===== src/rtl/dram_port_arbiter.sv =====
// dram_port_arbiter
//   Lets N_CH processor cores share the single port of the data memory (dRam).
//   Each cycle at most one request is accepted, chosen by round-robin
//   (ARB_MODE=0) or fixed priority with channel 0 highest (ARB_MODE=1). The
//   accepted command is registered onto the dRam port. Read data is routed
//   back to the channel that issued the read, RD_LAT+1 cycles after the
//   command appears on the port.
//
// Ports
//   clk, rst_n          clock, asynchronous active-low reset
//   ch_req / ch_we      per-channel request and write(1)/read(0) qualifier
//   ch_addr / ch_wdata  packed per-channel address / write data (channel k at slice k)
//   ch_gnt              combinational one-hot grant
//   ch_rvalid           registered one-cycle read-return pulse, one bit per channel
//   ch_rdata            registered read data shared by all channels
//   mem_addr/mem_wdata  registered dRam address / write data
//   mem_ctrl            registered dRam control: 00 idle, 01 read, 10 write
//   mem_rdata           dRam read data, valid RD_LAT cycles after mem_ctrl=01
//   busy                a command is on the port or a read is in flight
//
// Handshake: a channel raises ch_req and holds it, together with ch_we,
// ch_addr and ch_wdata, until it sees ch_gnt. The request is accepted at the
// rising edge where ch_req[k] & ch_gnt[k] = 1; keeping ch_req high after that
// edge is a new request. Dropping ch_req before a grant withdraws it.
module dram_port_arbiter #(
  parameter int N_CH     = 4,
  parameter int ADDR_W   = 19,
  parameter int DATA_W   = 8,
  parameter int RD_LAT   = 1,
  parameter int ARB_MODE = 0
) (
  input  logic                   clk,
  input  logic                   rst_n,
  input  logic [N_CH-1:0]        ch_req,
  input  logic [N_CH-1:0]        ch_we,
  input  logic [N_CH*ADDR_W-1:0] ch_addr,
  input  logic [N_CH*DATA_W-1:0] ch_wdata,
  output logic [N_CH-1:0]        ch_gnt,
  output logic [N_CH-1:0]        ch_rvalid,
  output logic [DATA_W-1:0]      ch_rdata,
  output logic [ADDR_W-1:0]      mem_addr,
  output logic [DATA_W-1:0]      mem_wdata,
  output logic [1:0]             mem_ctrl,
  input  logic [DATA_W-1:0]      mem_rdata,
  output logic                   busy
);

  localparam int ID_W  = $clog2(N_CH);
  // Stage 0 is loaded at acceptance; the tail is visible in the same cycle
  // as the matching mem_rdata.
  localparam int DEPTH = RD_LAT + 1;

  localparam logic [1:0] CTRL_IDLE = 2'b00;
  localparam logic [1:0] CTRL_RD   = 2'b01;
  localparam logic [1:0] CTRL_WR   = 2'b10;

  logic [ID_W-1:0]   ptr;
  logic [ID_W-1:0]   ptr_nxt;
  logic [ID_W-1:0]   win_id;
  logic              accept;
  logic              win_we;
  logic [ADDR_W-1:0] win_addr;
  logic [DATA_W-1:0] win_wdata;
  logic [DEPTH-1:0]  rd_vld;
  logic [ID_W-1:0]   rd_id [DEPTH];
  logic [N_CH-1:0]   rvalid_nxt;

  // Arbitration. Both loops scan from the lowest-priority candidate towards
  // the highest so that the last hit is the winner.
  always_comb begin : arbiter
    int idx;
    win_id = '0;
    idx    = 0;
    if (ARB_MODE == 1) begin
      for (int i = N_CH - 1; i >= 0; i--) begin
        if (ch_req[i]) win_id = ID_W'(i);
      end
    end else begin
      for (int i = N_CH - 1; i >= 0; i--) begin
        idx = int'(ptr) + i;
        if (idx >= N_CH) idx = idx - N_CH;
        if (ch_req[idx]) win_id = ID_W'(idx);
      end
    end
    accept = |ch_req;
    ch_gnt = '0;
    if (accept) ch_gnt[win_id] = 1'b1;
  end

  always_comb begin : winner_mux
    win_we    = 1'b0;
    win_addr  = '0;
    win_wdata = '0;
    for (int i = 0; i < N_CH; i++) begin
      if (ch_gnt[i]) begin
        win_we    = ch_we[i];
        win_addr  = ch_addr[i*ADDR_W +: ADDR_W];
        win_wdata = ch_wdata[i*DATA_W +: DATA_W];
      end
    end
  end

  assign ptr_nxt = (win_id == ID_W'(N_CH - 1)) ? '0 : win_id + ID_W'(1);

  // Command register and round-robin pointer.
  always_ff @(posedge clk or negedge rst_n) begin
    if (!rst_n) begin
      mem_ctrl  <= CTRL_IDLE;
      mem_addr  <= '0;
      mem_wdata <= '0;
      ptr       <= '0;
    end else if (accept) begin
      mem_ctrl  <= win_we ? CTRL_WR : CTRL_RD;
      mem_addr  <= win_addr;
      mem_wdata <= win_wdata;
      if (ARB_MODE == 0) ptr <= ptr_nxt;
    end else begin
      mem_ctrl  <= CTRL_IDLE;
    end
  end

  // Read tracking pipeline: {valid, channel id} per issued read.
  always_ff @(posedge clk or negedge rst_n) begin
    if (!rst_n) begin
      rd_vld <= '0;
      for (int i = 0; i < DEPTH; i++) rd_id[i] <= '0;
    end else begin
      rd_vld   <= {rd_vld[DEPTH-2:0], accept & ~win_we};
      rd_id[0] <= win_id;
      for (int i = 1; i < DEPTH; i++) rd_id[i] <= rd_id[i-1];
    end
  end

  always_comb begin
    rvalid_nxt = '0;
    if (rd_vld[DEPTH-1]) rvalid_nxt[rd_id[DEPTH-1]] = 1'b1;
  end

  // Read return. ch_rdata holds its last value between returns.
  always_ff @(posedge clk or negedge rst_n) begin
    if (!rst_n) begin
      ch_rvalid <= '0;
      ch_rdata  <= '0;
    end else begin
      ch_rvalid <= rvalid_nxt;
      if (rd_vld[DEPTH-1]) ch_rdata <= mem_rdata;
    end
  end

  assign busy = (mem_ctrl != CTRL_IDLE) | (|rd_vld);

endmodule


===== config.mk =====
export PLATFORM = sky130hd
export DESIGN_NAME = dram_port_arbiter
export DESIGN_NICKNAME = d
export VERILOG_FILES = /design/src/rtl/dram_port_arbiter.sv
export SDC_FILE = /design/constraint.sdc
export NUM_CORES = 1
export LEC_CHECK = 0
export ABC_CLOCK_PERIOD_IN_PS = 2700
export CORE_ASPECT_RATIO = 1.25
export CORE_MARGIN = 3
export CORE_UTILIZATION = 34
export DETAILED_ROUTE_END_ITERATION = 8
export PLACE_DENSITY = 0.82
export SYNTH_ARGS = -nofsm -noshare
export SYNTH_HDL_FRONTEND = slang
export SYNTH_SLANG_ARGS = --single-unit

===== constraint.sdc =====
create_clock -name clk -period 2.7 [get_ports clk]
set_input_delay 0.675 -clock clk [delete_from_list [all_inputs] [get_ports clk]]
set_output_delay 0.675 -clock clk [all_outputs]
set_load 0.1 [all_outputs]

## Word level (Yosys, flattened, before mapping)

Index checks and enable logic that the tools add are counted.

- Bitwise gates (word level): 3
- Add/subtract/negate cells: 8
- Muxes and demuxes: 41
- Equal/unequal tests: 1
- Magnitude comparators: 12
- Reductions and logical operators: 5

Operator list:

| kind | number |
|---|---|
| $lt 32x4->1 const B | 4 |
| $mux 32 | 4 |
| $mux 19 | 4 |
| $mux 8 | 4 |
| $mux 1 | 14 |
| $mux 2 | 7 |
| $sub 3x3->4 const B | 3 |
| $ge 3x3->1 const B | 3 |
| $bmux 1 s2 | 4 |
| $mux 4 | 2 |
| $add 2x2->3 const B | 2 |
| $lt 2x3->1 const B | 2 |
| $demux 1 s2 | 2 |
| $ge 2x1->1 const B | 2 |
| $reduce_or 4->1 | 1 |
| $sub 2x3->4 const B | 1 |
| $add 2x1->3 const B | 1 |
| $ge 2x3->1 const B | 1 |
| $add 2x1->2 const B | 1 |
| $eq 2x2->1 const B | 1 |
| $logic_and 1x1->1 | 2 |
| $reduce_bool 2->1 | 1 |
| $reduce_or 2->1 | 1 |
| $and 1x1->1 | 1 |
| other kinds (2) | 2 |

- Bits in registers: 49
- Output and inout port bits: 46
- Input bits: 126

## Logic depth before layout (Yosys ltp)

- Depth after elaboration: 21
- Mapped depth: 10
- Depth with buffers taken out: 7

## Worst setup path after synthesis

Ideal clock, no wire load.

- Path kind: input-to-output
- From: input port ch_req[0]
- To: output port ch_gnt[3]
- Path buffers: 2
- Data required time: 2.025 ns
- Cell stages on the path: 8
- Arrival: 3.009 ns
- Setup slack: -0.984 ns
- Cell sequence: a21o_1 > a21oi_1 > o22a_2 > ha_1 > buf_4 > inv_1 > clkbuf_1 > nor2_1

- Longest elaborated chain between the ends: 12

Ends and longest elaborated chain:

| element | line | source |
|---|---|---|
| from (decl) | 34 | `input logic [N_CH-1:0] ch_req,` |
| $bmux 1 s2 | 82 | `if (ch_req[idx]) win_id = ID_W'(idx);` |
| $mux 1 (not written as such) (2 in series) | 82 |  |
| $mux 2 (3 in series) | 82 |  |
| $mux 2 (*) | 82 |  |
| named net win_id[1] | 59 | `logic [ID_W-1:0] win_id;` |
| $lt 2x3->1 (not written as such) or $ge 2x1->1 (tied branches) | 87 | `if (accept) ch_gnt[win_id] = 1'b1;` |
| $logic_and 1x1->1 (not written as such) | 87 |  |
| $mux 1 (not written as such) | 87 |  |
| $demux 1 s2 (*) | 87 |  |
| $mux 4 (*) | 87 |  |
| to (decl) | 38 | `output logic [N_CH-1:0] ch_gnt,` |

Mark *: on every way through the listed nets, which the timed path passes. The rest lies on a longest branch. The select of a mux whose other input is x is not followed.

## Final worst setup path

- From: input port ch_req[1]
- To: output port ch_gnt[2]

- Longest elaborated chain between the ends: 12

Ends and longest elaborated chain:

| element | line |
|---|---|
| $bmux 1 s2 | 82 |
| $mux 1 (not written as such) (2 in series) | 82 |
| $mux 2 (4 in series) | 82 |
| $lt 2x3->1 (not written as such) or $ge 2x1->1 (tied branches) | 87 |
| $logic_and 1x1->1 (not written as such) | 87 |
| $mux 1 (not written as such) | 87 |
| $demux 1 s2 | 87 |
| $mux 4 (*) | 87 |

Mark *: on every way between the ends. The rest lies on a longest branch, timed or not. The select of a mux whose other input is x is not followed.

==> impl_metrics.json <==
{
  "status": "completed",
  "p_int_mw": 2.86,
  "final_cell_mix": "120 x clkdlybuf4s50_1, 68 x buf_4, 47 x dfrtp_1, 36 x a21oi_1, 22 x nand2_1",
  "antenna_cells": 0,
  "switching_share": 0.569,
  "grt_pass1_vias": 3016,
  "r2r_cells": 9,
  "die_h_um": 109,
  "synth_edf_count": 0,
  "rows": 36,
  "viasPerCell": 5.29,
  "place_hpwl_mm": 7.75,
  "crit_path_start_kind": "primary input",
  "netlist_area_um2": 2890,
  "p_comb_frac": 0.700,
  "rsz0062_at_grt": "false",
  "gp_congestion": 0.869,
  "fin_crit_sh": 0.974,
  "end_kind": "output pin",
  "maxCapViolCount": 0,
  "ys.flop_type": "dfrtp_1",
  "grt_pass1_wl_mm": 15.3,
  "antenna_found_initial": 0,
  "cts_htree_levels": 2,
  "clock-sinks": 48,
  "fmax_mhz": 380,
  "fin_total_pwr_mw": 6.62,
  "final-setup-viol-count": 0,
  "drtIter0Drc": 165,
  "overflow": 0,
  "yosysWarnings": 0,
  "coreArea_um2": 8020,
  "p_leak_nw": 2.10,
  "synth.distinct_cells": 44,
  "wl_mm": 10.1,
  "pin_count": 172,
  "final_cell_area_um2": 4920,
  "seqPwrFrac": 0.193,
  "vdd_drop_max_mv": 0.946,
  "yosys_register_bits": 48,
  "dr.pass1.iters": 6,
  "power-per-cell-area_nw_per_um2": 1340,
  "drc": 0,
  "crit_arrival_ps": 1950,
  "insertion_delay_ps": 300,
  "dieArea_um2": 9650,
  "crit_fanout": 6,
  "cts_root_buf": "clkbuf_8",
  "clkPwrFrac": 0.107,
  "final_common_cell": "clkdlybuf4s50_1",
  "vias": 2948,
  "drive_above_1_share": 0.294,
  "syn_avg_cell_area_um2": 10.2,
  "cts_made_buffers": 5,
  "skew_ps": 4.06,
  "rr_endpoint": "mem_addr[3]",
  "nets": 591,
  "hold_viol": 0,
  "start_util": 0.360,
  "die_w_um": 88.5,
  "max_slew_margin": 0.676,
  "cts.path.max_buffers": 2,
  "syn_nets": 412,
  "grt.total_usage": 0.204,
  "required_ps": 2030,
  "async_flop_share": 1.00,
  "clk_pin_slew_worst_paths_ps": 90,
  "hold_path.class": "primary input to asynchronous set/reset pin",
  "r2r_slack_ps": 220,
  "grt_max_degree": 42,
  "slew_violations": 0,
  "postPlaceCellArea_um2": 4680,
  "r2r_start": "ptr[1]",
  "area_delta_synth_final_pct": 70.5,
  "crit_start": "ch_req[1]",
  "switching_power_mw": 3.76,
  "wl_per_cell_um": 18.1,
  "ys_seq_area_frac": 0.416,
  "ant_nets": 0,
  "synth_cells": 282,
  "period_needed_ps": 2630,
  "port_buffers": 171,
  "critPathKind": "primary input to output pin",
  "cts_tree": "done",
  "max_slew.worst_pin.slew_ps": 487
}
-- registers in the layout, summed over array words and instances (netlist names) --
register / flops
ch_rdata: 8
mem_ctrl: 1
rd_vld: 2
ptr: 2
ch_rvalid: 4
rd_id: 4
mem_addr: 19
mem_wdata: 8
-- layer usage --
metal | track usage | vias to the layer above | part of all wire
met2 | 0.372 | 100 | 0.54
met4 | 0.0572 | 0 | 0.020
met3 | 0.0257 | 14 | 0.042
met1 | 0.249 | 1421 | 0.40
met5 | 0 | - | 0
li1 | - | 1413 | -
-- through the flow --
step | hold WS [ps] | std cells | setup TNS [ps] | util | setup WS [ps]
finish | 289 | 557 | 0 | 0.614 | 70.3
global route | 300 | 557 | 0 | 0.614 | 1.91
floorplan | 331 | 282 | -76.1 | - | -39.5
detailed placement | 336 | 544 | -8450 | 0.584 | -361
global placement | 341 | 544 | -5940 | 0.584 | -284
CTS | 294 | 555 | 0 | 0.613 | 10.0
-- cells by family after synthesis --
kind of cell | after synthesis | share of synthesized area
buffers and inverters | 43 | 0.0914
multiplexers | 9 | 0.0351
flip-flops | 48 | 0.416
AO/OA/AOI/OAI | 102 | 0.278
AND/OR/NAND/NOR | 76 | 0.163
adder cells (fa/ha/maj) | 4 | 0.0173
-- area by class of cell --
cell class | instances | area, um^2
sequential | 48 | 1200
fill | 689 | 3090
clock inverter | 3 | 90.1
inverter | 15 | 61.3
multi-input combinational | 191 | 1530
tap | 95 | 119
clock buffer | 5 | 68.8
timing repair buffer | 200 | 1860
-- worst max path at each step --
| stage | end | slack, ps | depth (start not counted) |
|---|---|---|---|
| after CTS | ch_gnt[1] | 10 | 7 |
| after detailed placement | ch_gnt[1] | -360 | 8 |
| final | ch_gnt[2] | 70 | 7 |
| after floorplan | ch_gnt[2] | -40 | 6 |
| after global routing | ch_gnt[2] | 2 | 7 |
| after global placement | ch_gnt[1] | -280 | 8 |
-- cells in the mapped netlist (2+ instances only) --
cell type / number / area (um^2)
a2111oi_0: 4 / 35.0
a2111oi_1: 3 / 30.0
a2111oi_2: 4 / 60.1
a21boi_0: 2 / 15.0
a21oi_1: 38 / 190
a21oi_2: 10 / 87.6
a221o_1: 10 / 100
a221o_2: 3 / 33.8
a221oi_1: 3 / 26.3
and2_1: 3 / 18.8
and3_1: 2 / 12.5
and3b_1: 13 / 114
buf_1: 2 / 7.51
buf_2: 5 / 25.0
buf_4: 3 / 22.5
buf_6: 6 / 67.6
clkbuf_1: 7 / 26.3
dfrtp_1: 48 / 1200
dlymetal6s2s_1: 2 / 25.0
ha_1: 4 / 50.1
inv_1: 15 / 56.3
mux2_2: 9 / 101
nand2_1: 22 / 82.6
nand3b_1: 13 / 97.6
nor2_1: 9 / 33.8
nor2_2: 3 / 18.8
nor2b_1: 4 / 25.0
o221ai_1: 13 / 114
o22a_1: 2 / 17.5
o22ai_1: 4 / 25.0
o31ai_1: 3 / 22.5
-- worst max-delay path: stages --
cell	delay, ps
buf_2	140
mux2_4	290
o221ai_4	240
buf_6	140
ha_4	140
and2_4	150
buf_12	160
-- power groups by stage --
stage               combinational (mW)  clock (mW)  sequential, mW
floorplan                         1.42           0            3.30
global placement                  4.51           0            1.27
detailed placement                4.56           0            1.29
CTS                               4.61       0.720            1.28
global route                      4.82       0.750            1.32
finish                            4.63       0.709            1.28
-- repair_timing --
item,in CTS,in global routing
hold buffers,0,0
pin swaps,4,1
gates resized for setup,19,5
setup endpoints to repair,6,9
endpoints found under the hold margin,0,0
setup buffers,3,2
Note: power is estimated with default switching activity, not from simulation.
